$ cat src/rtl/button_step_conditioner.sv
// button_step_conditioner: synchronise, debounce and strobe a raw push button and direction switch
//   clk         system clock, all state on the rising edge
//   rstN        asynchronous active-low reset
//   pushButton  raw bouncing button, 1 = pressed
//   slideSwitch raw direction switch, 1 = count up
//   upPulse     one-cycle increment strobe
//   downPulse   one-cycle decrement strobe
//   buttonLevel debounced button level
//   dirLevel    debounced switch level
module button_step_conditioner #(
    parameter int DEBOUNCE_CYCLES = 1000000,
    parameter int HOLD_CYCLES     = 50000000,
    parameter int REPEAT_CYCLES   = 10000000,
    parameter int CNT_W           = 26
) (
    input  logic clk,
    input  logic rstN,
    input  logic pushButton,
    input  logic slideSwitch,
    output logic upPulse,
    output logic downPulse,
    output logic buttonLevel,
    output logic dirLevel
);
    typedef enum logic [2:0] {IDLE, PRESS_WAIT, HELD, REPEAT, RELEASE_WAIT} state_t;

    localparam logic [CNT_W-1:0] DEB_LAST  = CNT_W'(DEBOUNCE_CYCLES - 1);
    localparam logic [CNT_W-1:0] HOLD_LAST = CNT_W'(HOLD_CYCLES - 1);
    localparam logic [CNT_W-1:0] REP_LAST  = CNT_W'(REPEAT_CYCLES - 1);
    localparam logic [CNT_W-1:0] ONE       = CNT_W'(1);
    localparam bit               REP_EN    = REPEAT_CYCLES != 0;

    state_t           state, state_n;
    logic [CNT_W-1:0] tmr, tmr_n, stmr;
    logic             b_meta, b_sync, s_meta, s_sync, strobe;

    always_ff @(posedge clk or negedge rstN) begin
        if (!rstN) begin
            {b_meta, b_sync, s_meta, s_sync} <= '0;
        end else begin
            b_meta <= pushButton;
            b_sync <= b_meta;
            s_meta <= slideSwitch;
            s_sync <= s_meta;
        end
    end

    always_comb begin
        state_n = state;
        tmr_n   = tmr + ONE;
        strobe  = 1'b0;
        case (state)
            IDLE: begin
                state_n = b_sync ? PRESS_WAIT : IDLE;
                tmr_n   = b_sync ? ONE : '0;
            end
            PRESS_WAIT: begin
                if (!b_sync) begin
                    state_n = IDLE;
                    tmr_n   = '0;
                end else if (tmr == DEB_LAST) begin
                    state_n = HELD;
                    tmr_n   = '0;
                    strobe  = 1'b1;
                end
            end
            HELD: begin
                if (!b_sync) begin
                    state_n = RELEASE_WAIT;
                    tmr_n   = ONE;
                end else if (REP_EN && tmr == HOLD_LAST) begin
                    state_n = REPEAT;
                    tmr_n   = '0;
                    strobe  = 1'b1;
                end else if (tmr == '1) begin
                    // with auto-repeat disabled the hold timer parks at full scale
                    tmr_n = tmr;
                end
            end
            REPEAT: begin
                if (!b_sync) begin
                    state_n = RELEASE_WAIT;
                    tmr_n   = ONE;
                end else if (tmr == REP_LAST) begin
                    tmr_n  = '0;
                    strobe = 1'b1;
                end
            end
            RELEASE_WAIT: begin
                // a bounce back high re-enters HELD and restarts the hold delay
                if (b_sync) begin
                    state_n = HELD;
                    tmr_n   = '0;
                end else if (tmr == DEB_LAST) begin
                    state_n = IDLE;
                    tmr_n   = '0;
                end
            end
            default: begin
                state_n = IDLE;
                tmr_n   = '0;
            end
        endcase
    end

    always_ff @(posedge clk or negedge rstN) begin
        if (!rstN) begin
            state       <= IDLE;
            tmr         <= '0;
            stmr        <= '0;
            dirLevel    <= 1'b0;
            upPulse     <= 1'b0;
            downPulse   <= 1'b0;
            buttonLevel <= 1'b0;
        end else begin
            state       <= state_n;
            tmr         <= tmr_n;
            // strobe direction uses the dirLevel held now, not one accepted on this edge
            upPulse     <= strobe & dirLevel;
            downPulse   <= strobe & ~dirLevel;
            buttonLevel <= state_n inside {HELD, REPEAT, RELEASE_WAIT};
            if (s_sync == dirLevel) begin
                stmr <= '0;
            end else if (stmr == DEB_LAST) begin
                dirLevel <= s_sync;
                stmr     <= '0;
            end else begin
                stmr <= stmr + ONE;
            end
        end
    end
endmodule
$ cat config.mk
export PLATFORM = sky130hd
export DESIGN_NAME = button_step_conditioner
export DESIGN_NICKNAME = d
export VERILOG_FILES = /design/src/rtl/button_step_conditioner.sv
export SDC_FILE = /design/constraint.sdc
export NUM_CORES = 1
export LEC_CHECK = 0
export BUFFER_PORTS_ARGS = -buffer_cell sky130_fd_sc_hd__buf_2
export CORE_UTILIZATION = 55
export CTS_CLUSTER_SIZE = 12
export DETAILED_ROUTE_END_ITERATION = 10
export PLACE_DENSITY_LB_ADDON = 0.1
export SYNTH_ARGS = -nofsm -noshare
export SYNTH_HDL_FRONTEND = slang
export SYNTH_SLANG_ARGS = --single-unit
$ cat constraint.sdc
create_clock -name clk -period 2 [get_ports clk]
set_input_delay 0.1 -clock clk [delete_from_list [all_inputs] [get_ports clk]]
set_output_delay 0.1 -clock clk [all_outputs]
set_load 0.05 [all_outputs]
=== After elaboration in Yosys (flattened, before gate mapping) ===
Cells that the tools add are included.

* Register bits after elaboration: 63
* Latch bits: 0
* RAM bits: 0
* Bits in read-only memories: 0
* Output and inout bits: 4
* Logic and storage cells: 62
* Memories kept: 0

* Add/subtract/negate cells: 2
* Multiply operators: 0
* Div/mod/pow operators: 0
* Order comparisons: 0
* Equal/unequal tests: 14
* Shifts and indexed selects: 0
* Multiplexer cells: 28
* Bitwise logic cells: 4
* Reduce and logical (&&, ||, !) cells: 3

{| class="wikitable"
|+ Operators by type and width
! operator !! number
|-
| $mux W26 || 10
|-
| $pmux W26 S5 || 1
|-
| $add A26 B1 Y26 const B || 2
|-
| $eq A26 B20 Y1 const B || 2
|-
| $eq A26 B26 Y1 const B || 2
|-
| $eq A26 B24 Y1 const B || 1
|-
| $mux W3 || 7
|-
| $pmux W3 S5 || 1
|-
| $eq A3 B2 Y1 const B || 4
|-
| $mux W1 || 8
|-
| $eq A3 B3 Y1 const B || 2
|-
| $ne A4 B4 Y1 const B || 1
|-
| $eq A3 B1 Y1 const B || 1
|-
| $logic_not A3 Y1 || 1
|-
| $pmux W1 S3 || 1
|-
| $reduce_bool A3 Y1 || 1
|-
| $and A1 B1 Y1 || 2
|-
| $not A1 Y1 || 2
|-
| $reduce_and A2 Y1 || 1
|-
| $eq A1 B1 Y1 || 1
|}

=== Longest topological paths before layout ===
Gate-level depths: netlist (run 1).

* Word-level depth: 6
* Mapped depth: 8
* Mapped depth without buffers: 7

=== Worst setup path after synthesis (run 1) ===
No wires, ideal clock.

* Path type: reg-to-reg
* Start point: reg state[0]
* End point: reg tmr[16]
* Arrival time: 1887 ps
* Slack: -22 ps
* Stages on the path, launching flop included: 9
* Buffers on the path: 2
* Path through: dfrtp_1 buf_6 or2b_1 or4_1 o32ai_2 a21oi_2 a22oi_4 buf_6 o21ai_1

* Word-level cells in the longest chain between the ends: 2
* Elaborated cells on any way between the ends: 7
* Classes of those cells: eq/ne: 5; mux: 1; reduce/logical: 1

{| class="wikitable"
|+ Ends and longest elaborated chain
! element !! RTL line !! RTL
|-
| start, declared || 33 || <nowiki>state_t state, state_n;</nowiki>
|-
| start signal, assigned || 116 || <nowiki>state <= state_n;</nowiki>
|-
| $eq A3 B3 Y1, or another cell as far along || 52 || <nowiki>case (state)</nowiki>
|-
| $pmux W26 S5 or $ne A4 B4 Y1 (tied branches) || -- ||
|-
| end signal, assigned || 117 || <nowiki>tmr <= tmr_n;</nowiki>
|-
| end, declared || 34 || <nowiki>logic [CNT_W-1:0] tmr, tmr_n, stmr;</nowiki>
|}

Several ways; a longest one is shown, not always the timed one.
A chain may end at the register's enable or synchronous reset.

=== Final worst setup path (run 1) ===
* Start point: reg tmr[13]
* End point: reg tmr[2]

* Word-level cells in the longest chain between the ends: 4
* Elaborated cells on any way between the ends: 13
* Classes of those cells: eq/ne: 5; mux: 8

{| class="wikitable"
|+ Ends and longest elaborated chain
! element !! RTL line
|-
| $eq A26 B20 Y1, or another cell as far along || 61, 94
|-
| $mux W26 (on tied branches) (2 in series) || --
|-
| $pmux W26 S5 || 52
|}

Several ways; a longest one is shown, not always the timed one.

==> metrics, run 1 <==
initial antenna violation count=0; Fin. Hold Viols=0; share of layout cells above drive strength 1=33.1%; Min-Delay Path Class=in2async; average cell area after synthesis=9.49 sq um; Worst slew margin=73.4%; cell area power density=608 mW/mm^2; CTS root buffer=clkbuf_8; post-synth top area share=46.5%; fmax=480 MHz; # IOs=8; Routed WL per cell=16.8 um; Tcrit/Tclk final=104%; Hold Slack=287 ps; Iter 0 DRT Violations=188; max-slew violation count=0; later-pin clock latency in the skew report=340 ps; crit-path max FO=7; Post-synth EDFFs=0; register bit count reported by yosys=63; detailed placement HPWL=5350 um; Initial Utilization=57.2%; Pleak=1.87 nW; Reg clk slew, reported paths=70 ps; Worst setup SP type=flip-flop; crit end category=flip-flop; register area=0.00158 sq mm; cell family with most CP delay=simple AND/OR/NAND/NOR gates; Max H-tree Level=3; Yosys warnings=0; total wire length=8560 um; status=finished with violations; vias after detailed routing=3006; Max-cap violations=0; Worst EP arrival=2310 ps; n_diodes=0; Design Area, Final=0.00447 sq mm; cell count after synthesis=357; Crit Path Category=reg2reg; total track usage=27.3%; area of the multi-input gates=0.00186 sq mm; Syn Nets=363; CP max stage cell=or4_4; port bufs=7; clock sink count=63; ys async rst share=100%; failing checks=negative setup slack; DRT Pass-1 Iters=5; Final min period=2080 ps; Least-Margin Pin Slew=396 ps; TNS Setup=-1560 ps; pre-CTS WS=-88.2 ps; Die H=80.5 um; cell breakdown of the critical path=nand4_2, or4_4, o32ai_4, a21oi_2, a22oi_4, buf_12, clkbuf_16, nor2_2; crit path from=tmr[13]; area of the core=0.00592 sq mm; first-pass GRT wire length=13300 um; CP bufs+invs=2; Syn Std Cell Area=0.00339 sq mm; setup repair after global routing missed its margin=true; count of different cell masters after synthesis=50; Die X=80.5 um; Rows=28; Synth area leader=dfrtp_1; peak supply drop=0.686 mV; FILL cells=397; Total Power Consumption=0.00272 W; CTS tree=built; P&R area growth vs syn=32.0%; Nets=436; antenna-violating nets left=0; RR Startpoint=tmr[13]; sequential fraction of the synthesis area=46.5%; total CTS buffers=9; # DRC=0; Final setup viols=26; die footprint=0.00648 sq mm; clk buf depth=2; most frequently used flop master after synthesis=dfrtp_1; GRT overflow=0; vias in the first global route=2776; gpl congestion=0.995; most area-consuming cells after synthesis=dfrtp_1 (47%), xnor2_1 (6.5%), nor2_1 (5.9%); pin count of the biggest net entering global routing=64; DP Area=0.00384 sq mm; Crit path largest cell delay=570 ps; Final WS setup=-82.8 ps; Critical Path RT=2230 ps; drt via density=5.89; Worst Clk Skew=8.11 ps
==> final timing paths <==
path | to | slack (ps) | cells past startpoint
worst max-delay path | tmr[2] | -80 | 8
worst max register to register | tmr[2] | -80 | 8
worst min register to register | s_sync | 360 | 0
max in group asynchronous | tmr[12] | 1410 | 3
min in group clk | s_sync | 360 | 0
worst min-delay path | stmr[16] | 290 | 3
==> worst reg2reg max path: stages (launching register included) <==
cell and delay, ps:
dfrtp_1 450, nand4_2 150, or4_4 570, o32ai_4 120
a21oi_2 120, a22oi_4 200, buf_12 150, clkbuf_16 160
nor2_2 40
==> where the power goes <==
| part | internal (W) | switching, W | leakage [nW] |
|---|---|---|---|
| logic | 0.0000579 | 0.0000817 | 0.902 |
| clock network | 0.000767 | 0.000517 | 0.112 |
| registers | 0.00129 | 0.0000110 | 0.859 |
==> stage by stage <==
step                util [%]  cells
finish                  75.6    510
floorplan                  -    357
detailed placement      64.9    476
global placement        64.9    476
CTS                     70.2    499
global route            75.6    510
==> cell usage after synthesis (5+ instances only) <==
cell      n
inv_1     9
a21oi_1  10
o21ai_0  13
xor2_1   19
dfrtp_1  63
nand2_1  25
nor2_1   53
nor4_1   12
and3_1    6
xnor2_1  25
and4_1    5
nor3_1   19
nand4_1  16
nand3_1  17
==> cell type report <==
class	instances	area share, %
Clock buffer	11	3.38
Clock inverter	5	1.79
Inverter	9	0.755
Multi-Input combinational cell	270	41.6
Sequential cell	63	35.3
Tap cell	75	2.10
Timing Repair Buffer	77	15.0
==> layer usage <==
layer	track usage (%)	share of wire [%]	routed length, um
met3	6.93	5.9	507
met4	9.11	2.0	171
met2	41.4	47	4030
met1	37.9	45	3850
met5	0	0	0
==> cells in the final DEF, fill, tap and decap left out, drive strengths merged, types with 2 or more instances in the layout <==
master,instances
nor3,19
bufinv,2
a211oi,2
nand2b,3
nand3,17
or2b,2
a31oi,2
nand4,18
o21ai,19
dfrtp,63
inv,9
xnor2,25
buf,72
or3,7
nor4,14
clkbuf,13
a21oi,11
dlygate4sd3,3
xor2,19
nand4b,3
nor3b,2
ha,2
nand2,26
or4,3
and3,7
and4,5
clkinvlp,2
nor2,53
==> flip-flops by register name (all words and copies together), names as in the netlist <==
name         flops
upPulse          1
s_sync           1
buttonLevel      1
downPulse        1
stmr            26
state            3
tmr             26
s_meta           1
dirLevel         1
b_meta           1
b_sync           1
==> what timing repair did <==
| item | CTS | global route |
|---|---|---|
| gates resized for setup | 6 | 48 |
| gates cloned | 0 | 2 |
| setup endpoints to repair | 25 | 54 |
| hold buffers | 3 | 0 |
| hold endpoints to repair | 65 | 0 |
| pin swaps | 3 | 19 |
| buffers inserted | 4 | 9 |
==> kinds of logic after synthesis <==
family          Yosys count  share of synthesized area, %
flops                    63                          46.5
xor+xnor                 44                          11.4
simple gates            183                          28.9
mux                       1                         0.332
fa+ha+maj                 2                         0.738
compound gates           40                          7.64
buf+inv                  24                          4.50
Power figures use the tool's default switching activity.
==> inputs of run 2 (changes only) <==
- clock period: 2 -> 1.89 ns (I/O delays scaled with it)
==> metrics, run 2 (synthesis results as in run 1) <==
largest registers=stmr x26, tmr x26, state x3; Least-Margin Pin Slew=504 ps (+108 ps); vias in the first global route=2800 (+0.86%); total wire length=8930 um (+4.4%); cell breakdown of the critical path=or4_4, nor4_4, nand4_1, o21ai_4, clkbuf_16, nor2_2; Routed WL per cell=17.0 um (+1.6%); Int Pwr=0.00207 W (-2.2%); max-slew violation count=0 (unchanged); Rows=28 (unchanged); status=finished with violations; post-route insts no fill=524 (+2.7%); clock sink count=63 (unchanged); R2R setup slack=-180 ps (-90 ps); CP max stage cell=or4_4; total track usage=27.8% (+0.48 points); Tcrit/Tclk final=109% (+5.1 points); Final setup viols=54 (+110%); FILL cells=385 (-3.0%); Reg clk slew, reported paths=70 ps (about the same); Worst Clk Skew=5.81 ps (-2.30 ps); DRT Pass-1 Iters=5 (unchanged); CP bufs+invs=1 (-1); fmax=484 MHz (+0.84%); first-pass GRT wire length=13500 um (+1.8%); n_diodes=0 (unchanged); Crit Path Category=reg2reg; vias after detailed routing=3087 (+2.7%); area of the core=0.00592 sq mm (unchanged); later-pin clock latency in the skew report=350 ps (about the same); clk buf depth=2 (unchanged); switching fraction of total power=23.5% (+1.1 points); cell family with most CP delay=simple AND/OR/NAND/NOR gates; crit end category=flip-flop; antenna-violating nets left=0 (unchanged); GRT overflow=0 (unchanged); detailed placement HPWL=5640 um (+5.3%); crit-path max FO=7 (unchanged); Worst slew margin=66.4% (-6.9 points); DP Area=0.00398 sq mm (+3.6%); Worst EP arrival=2300 ps (about the same); cell area power density=590 mW/mm^2 (-2.9%); port bufs=7 (unchanged); Clock power frac=43.4% (-3.8 points); Final min period=2070 ps (-17.4 ps); Post-Place Cells=496 (+4.2%); Die H=80.5 um (unchanged); share of layout cells above drive strength 1=35.6% (+2.5 points); Design Area, Final=0.00458 sq mm (+2.3%); Crit path largest cell delay=550 ps (-20 ps); CTS tree=built; Reg2Reg Depth=6 (-2); # DRC=0 (unchanged); Hold Slack=243 ps (-43.5 ps); pre-CTS WS=-132 ps (-43.6 ps); failing checks=negative setup slack; M1 GR Usage=38.4% (+0.51 points); Nets=450 (+3.2%); Worst path depth=6 (-2); Final WS setup=-175 ps (-92.6 ps); RR Startpoint=stmr[20]; pin count of the biggest net entering global routing=27 (-58%); crit path from=stmr[20]; Initial Utilization=57.2% (unchanged); setup repair after global routing missed its margin=true; Max-cap violations=0 (unchanged); P&R area growth vs syn=35.0%; Worst setup SP type=flip-flop; initial antenna violation count=0 (unchanged); peak supply drop=0.567 mV (-17%); commonest non-fill, non-tap cell in the layout=buf_4; Min-Delay Path Class=in2async; # IOs=8 (unchanged); CTS root buffer=clkbuf_8; met3 Use GR=5.80% (-1.1 points); met2 Usage GRT=43.3% (+1.9 points); P_sw=0.000636 W (+4.3%); GRT Max-Usage Layer=met2; Pleak=1.86 nW (-0.71%); power share of the combinational group=5.8% (+0.7 points); commonest cells after routing, fill and taps aside=buf_4 (75), dfrtp_1 (59), nor2_1 (33); die footprint=0.00648 sq mm (unchanged); Fin. Hold Viols=0 (unchanged); Critical Path RT=2130 ps (-100 ps); drt via density=5.89 (about the same); Reg power frac=50.9% (+3.2 points); Max H-tree Level=3 (unchanged); Die X=80.5 um (unchanged); gpl congestion=0.905 (-9.0%); total CTS buffers=9 (unchanged); Iter 0 DRT Violations=313 (+66%)
run 2: area by class of cell:
type / instances / area, sq um / area share (%)
multi-input cells: 270 / 1940 / 42.3
flip-flops and latches: 63 / 1580 / 34.6
repair buffers: 91 / 741 / 16.2
clock buffers: 13 / 149 / 3.25
well taps: 75 / 93.8 / 2.05
clock inverters: 3 / 42.5 / 0.929
inverters: 9 / 33.8 / 0.738
run 2: per-stage QoR:
stage / setup TNS [ps] / util, % / total power [W]
floorplan: -653 / - / 0.00146
global placement: -1210 / 67.2 / 0.00151
detailed placement: -2400 / 67.2 / 0.00152
CTS: -1750 / 71.6 / 0.00267
global route: -9540 / 77.3 / 0.00278
finish: -6690 / 77.3 / 0.00270
run 2: power by group through the flow:
| stage | combinational, W | clock (W) | sequential (W) |
|---|---|---|---|
| floorplan | 0.0000600 | 0 | 0.00140 |
| global route | 0.000170 | 0.00124 | 0.00137 |
| finish | 0.000156 | 0.00117 | 0.00137 |
| global placement | 0.000113 | 0 | 0.00140 |
| CTS | 0.000124 | 0.00118 | 0.00137 |
| detailed placement | 0.000117 | 0 | 0.00140 |
run 2: what timing repair did:
action,CTS,global route
resized for setup,13,59
hold buffers,3,0
pin swaps,4,26
cloned,0,3
setup endpoints to repair,53,57
endpoints found under the hold margin,23,0
buffers inserted,2,4
run 2: routing by layer:
layer,share of wire (%),vias up
met2,47,113
met3,6.0,19
li1,-,1440
met4,1.8,0
met5,0,-
met1,45,1515
run 2: path summary, 6_finish.rpt:
path                                 end
worst max register to register  stmr[21]
worst max-delay path            stmr[21]
min in group clk                  b_sync
max in group asynchronous        tmr[23]
worst min register to register    b_sync
worst min-delay path            stmr[17]
run 2: worst reg2reg max path, delay by kind of cell (launching register included):
kind            cells  cell delay, ps
simple gates        4             960
flops               1             400
buf+inv             1             250
compound gates      1             350
==> inputs of run 3 (changes only) <==
- ABC_AREA: default -> 1
- GPL_TIMING_DRIVEN: default -> 0
- clock period: 1.89 -> 1.7 ns (I/O delays scaled with it)
==> metrics, run 3 <==
final core utilization=74.7% (-2.6 points); drt via density=5.83 (-0.96%); Pleak=2.38 nW (+28%); vias in the first global route=4470 (+60%); commonest non-fill, non-tap cell in the layout=nand2_1; Iter 0 DRT Violations=474 (+51%); Final WS setup=-245 ps (-69.2 ps); Syn Nets=636 (+75%); CP max stage cell=dfrtp_1; cell depth of the worst hold path=0; detailed placement HPWL=9170 um (+63%); post-route insts no fill=805 (+54%); Least-Margin Pin Slew=825 ps (+322 ps); clock sink count=63 (unchanged); Final setup viols=31 (-43%); commonest cells after routing, fill and taps aside=nand2_1 (128), nor2_1 (95), inv_1 (66); count of different cell masters after synthesis=37 (-26%); most area-consuming cells after synthesis=dfrtp_1 (37%), nand2_1 (13%), nor2_1 (9.9%); Synth area leader=dfrtp_1; RR Startpoint=tmr[1]; die footprint=0.00817 sq mm (+26%); setup repair after global routing missed its margin=true; Worst setup SP type=flip-flop; Final min period=1940 ps (-121 ps); CTS root buffer=clkbuf_8; CTS tree=built; first-pass GRT wire length=22100 um (+64%); Worst EP arrival=2180 ps (-120 ps); Tcrit/Tclk final=114% (+5.1 points); Worst slew margin=44.6% (-22 points); Critical Path RT=1930 ps (-200 ps); status=finished with violations; FILL cells=581 (+51%); area of the core=0.00741 sq mm (+25%); cell area power density=563 mW/mm^2 (-4.6%); Reg2Reg Depth=12 (+6); Crit Path Category=reg2reg; n_diodes=0 (unchanged); # DRC=0 (unchanged); Fin. Hold Viols=0 (unchanged); most frequently used flop master after synthesis=dfrtp_1; top post-synthesis cells by count=nand2_1 (149), nor2_1 (113), inv_1 (71), dfrtp_1 (63), nand3_1 (55); R2R setup slack=-240 ps (-70 ps); Post-Place Cells=736 (+48%); Yosys warnings=0 (unchanged); port bufs=7 (unchanged); Total Power Consumption=0.00312 W (+15%); GRT overflow=0 (unchanged); Min-Delay Path Class=reg2reg; Routed WL per cell=16.8 um (-1.3%); P&R area growth vs syn=28.8%; Nets=707 (+57%); Initial Utilization=58.0% (+0.75 points); post-synth top area share=36.7% (-9.8 points); crit-path max FO=5 (-2); Rows=31 (+11%); Syn Std Cell Area=0.00430 sq mm (+27%); Max H-tree Level=3 (unchanged); most common cell in the netlist=nand2_1; Max-cap violations=0 (unchanged); antenna-violating nets left=0 (unchanged); total CTS buffers=9 (unchanged); cell family with most CP delay=simple AND/OR/NAND/NOR gates; pin count of the biggest net entering global routing=64 (+140%); gpl congestion=0.933 (+3.1%); reg2reg end=tmr[15]; later-pin clock latency in the skew report=350 ps (about the same); CP bufs+invs=2 (+1); vias after detailed routing=4697 (+52%); Worst Clk Skew=13.7 ps (+7.92 ps); largest registers=stmr x26, tmr x26, state x3; crit end category=flip-flop; clk buf depth=2 (unchanged); Post-synth EDFFs=0 (unchanged); ys async rst share=100% (unchanged); CP most frequent cell=nand2_4; cell breakdown of the critical path=ha_4, nand3_4, nor2_4, buf_6, nand2_4, nor2_4, nand2_4, nand2_4, nand3_4, buf_8, o21ai_2, nor2_1; # IOs=8 (unchanged); register bit count reported by yosys=63 (unchanged); Die H=90.4 um (+12%); Worst Hold Endpoint=s_sync; average cell area after synthesis=6.82 sq um (-28%); Die X=90.4 um (+12%); max-slew violation count=0 (unchanged); pre-CTS WS=-581 ps (-449 ps); failing checks=negative setup slack; total wire length=13500 um (+52%); DRT Pass-1 Iters=7 (+2); fmax=514 MHz (+6.2%); sequential fraction of the synthesis area=36.7% (-9.8 points); Crit path largest cell delay=400 ps (-150 ps); initial antenna violation count=0 (unchanged); cell count after synthesis=630 (+76%); total track usage=34.4% (+6.6 points); peak supply drop=0.460 mV (-19%); Reg clk slew, reported paths=80 ps (about the same); Worst Min Path Start=s_meta; share of layout cells above drive strength 1=28.5% (-7.2 points)
run 3: per-stage QoR:
stage | hold WS, ps | setup TNS (ps) | cell area, sq um
floorplan | -211 | -44.8 | 4320
global route | 368 | -7710 | 5540
global placement | 193 | -14680 | 4480
finish | 358 | -5190 | 5540
detailed placement | 198 | -14580 | 4480
CTS | 107 | -4040 | 5230
run 3: cell families (layout without fill, tap and decap cells):
logic type	after synthesis	in the layout	synth area share, %
buffers and inverters	80	155	7.40
AO/OA/AOI/OAI	47	47	6.26
flip-flops	63	63	36.7
adder cells (fa/ha/maj)	2	2	0.582
XOR/XNOR	18	18	3.67
multiplexers	1	1	0.262
AND/OR/NAND/NOR	419	420	45.1
run 3: how the worst max path moves through the flow:
stage / start / end / slack [ps] / cells after the start
final: tmr[1] / tmr[15] / -240 / 12
after global routing: state[1] / tmr[4] / -340 / 9
after CTS: tmr[1] / tmr[1] / -180 / 12
after detailed placement: tmr[0] / tmr[15] / -580 / 11
after global placement: tmr[0] / tmr[15] / -590 / 11
after floorplan: tmr[0] / tmr[4] / -10 / 11
run 3: layout make-up:
cell class                 instances  area [sq um]  area share, %
inverter                          72           274           4.95
clock buffer                      10           128           2.31
sequential                        63          1600           28.9
buffer                             8          55.1          0.995
multi-input combinational        488          2780           50.3
clock inverter                     6          61.3           1.11
timing repair buffer              59           510           9.22
tap                               99           124           2.24
run 3: where the power goes:
group	internal [W]	leakage (nW)	switching, W
registers	0.00152	0.835	0.0000216
clock network	0.000672	0.0960	0.000626
logic	0.000102	1.45	0.000178
total	0.00229	2.38	0.000825
run 3: timing repair:
item | 4_1_cts | 5_1_grt
hold buffers | 2 | 1
gates resized for setup | 70 | 61
buffers inserted | 32 | 15
pin swaps | 24 | 18
setup endpoints to repair | 42 | 42
hold endpoints to repair | 2 | 63
gates cloned | 3 | 0
run 3: layer usage:
metal  part of all wire [%]  up-vias  track usage [%]
li1                       -     2211                -
met1                     44     2218             50.2
met2                     45      233             50.7
met3                    8.6       35             7.07
met4                    2.3        0             11.6
met5                      0        -                0
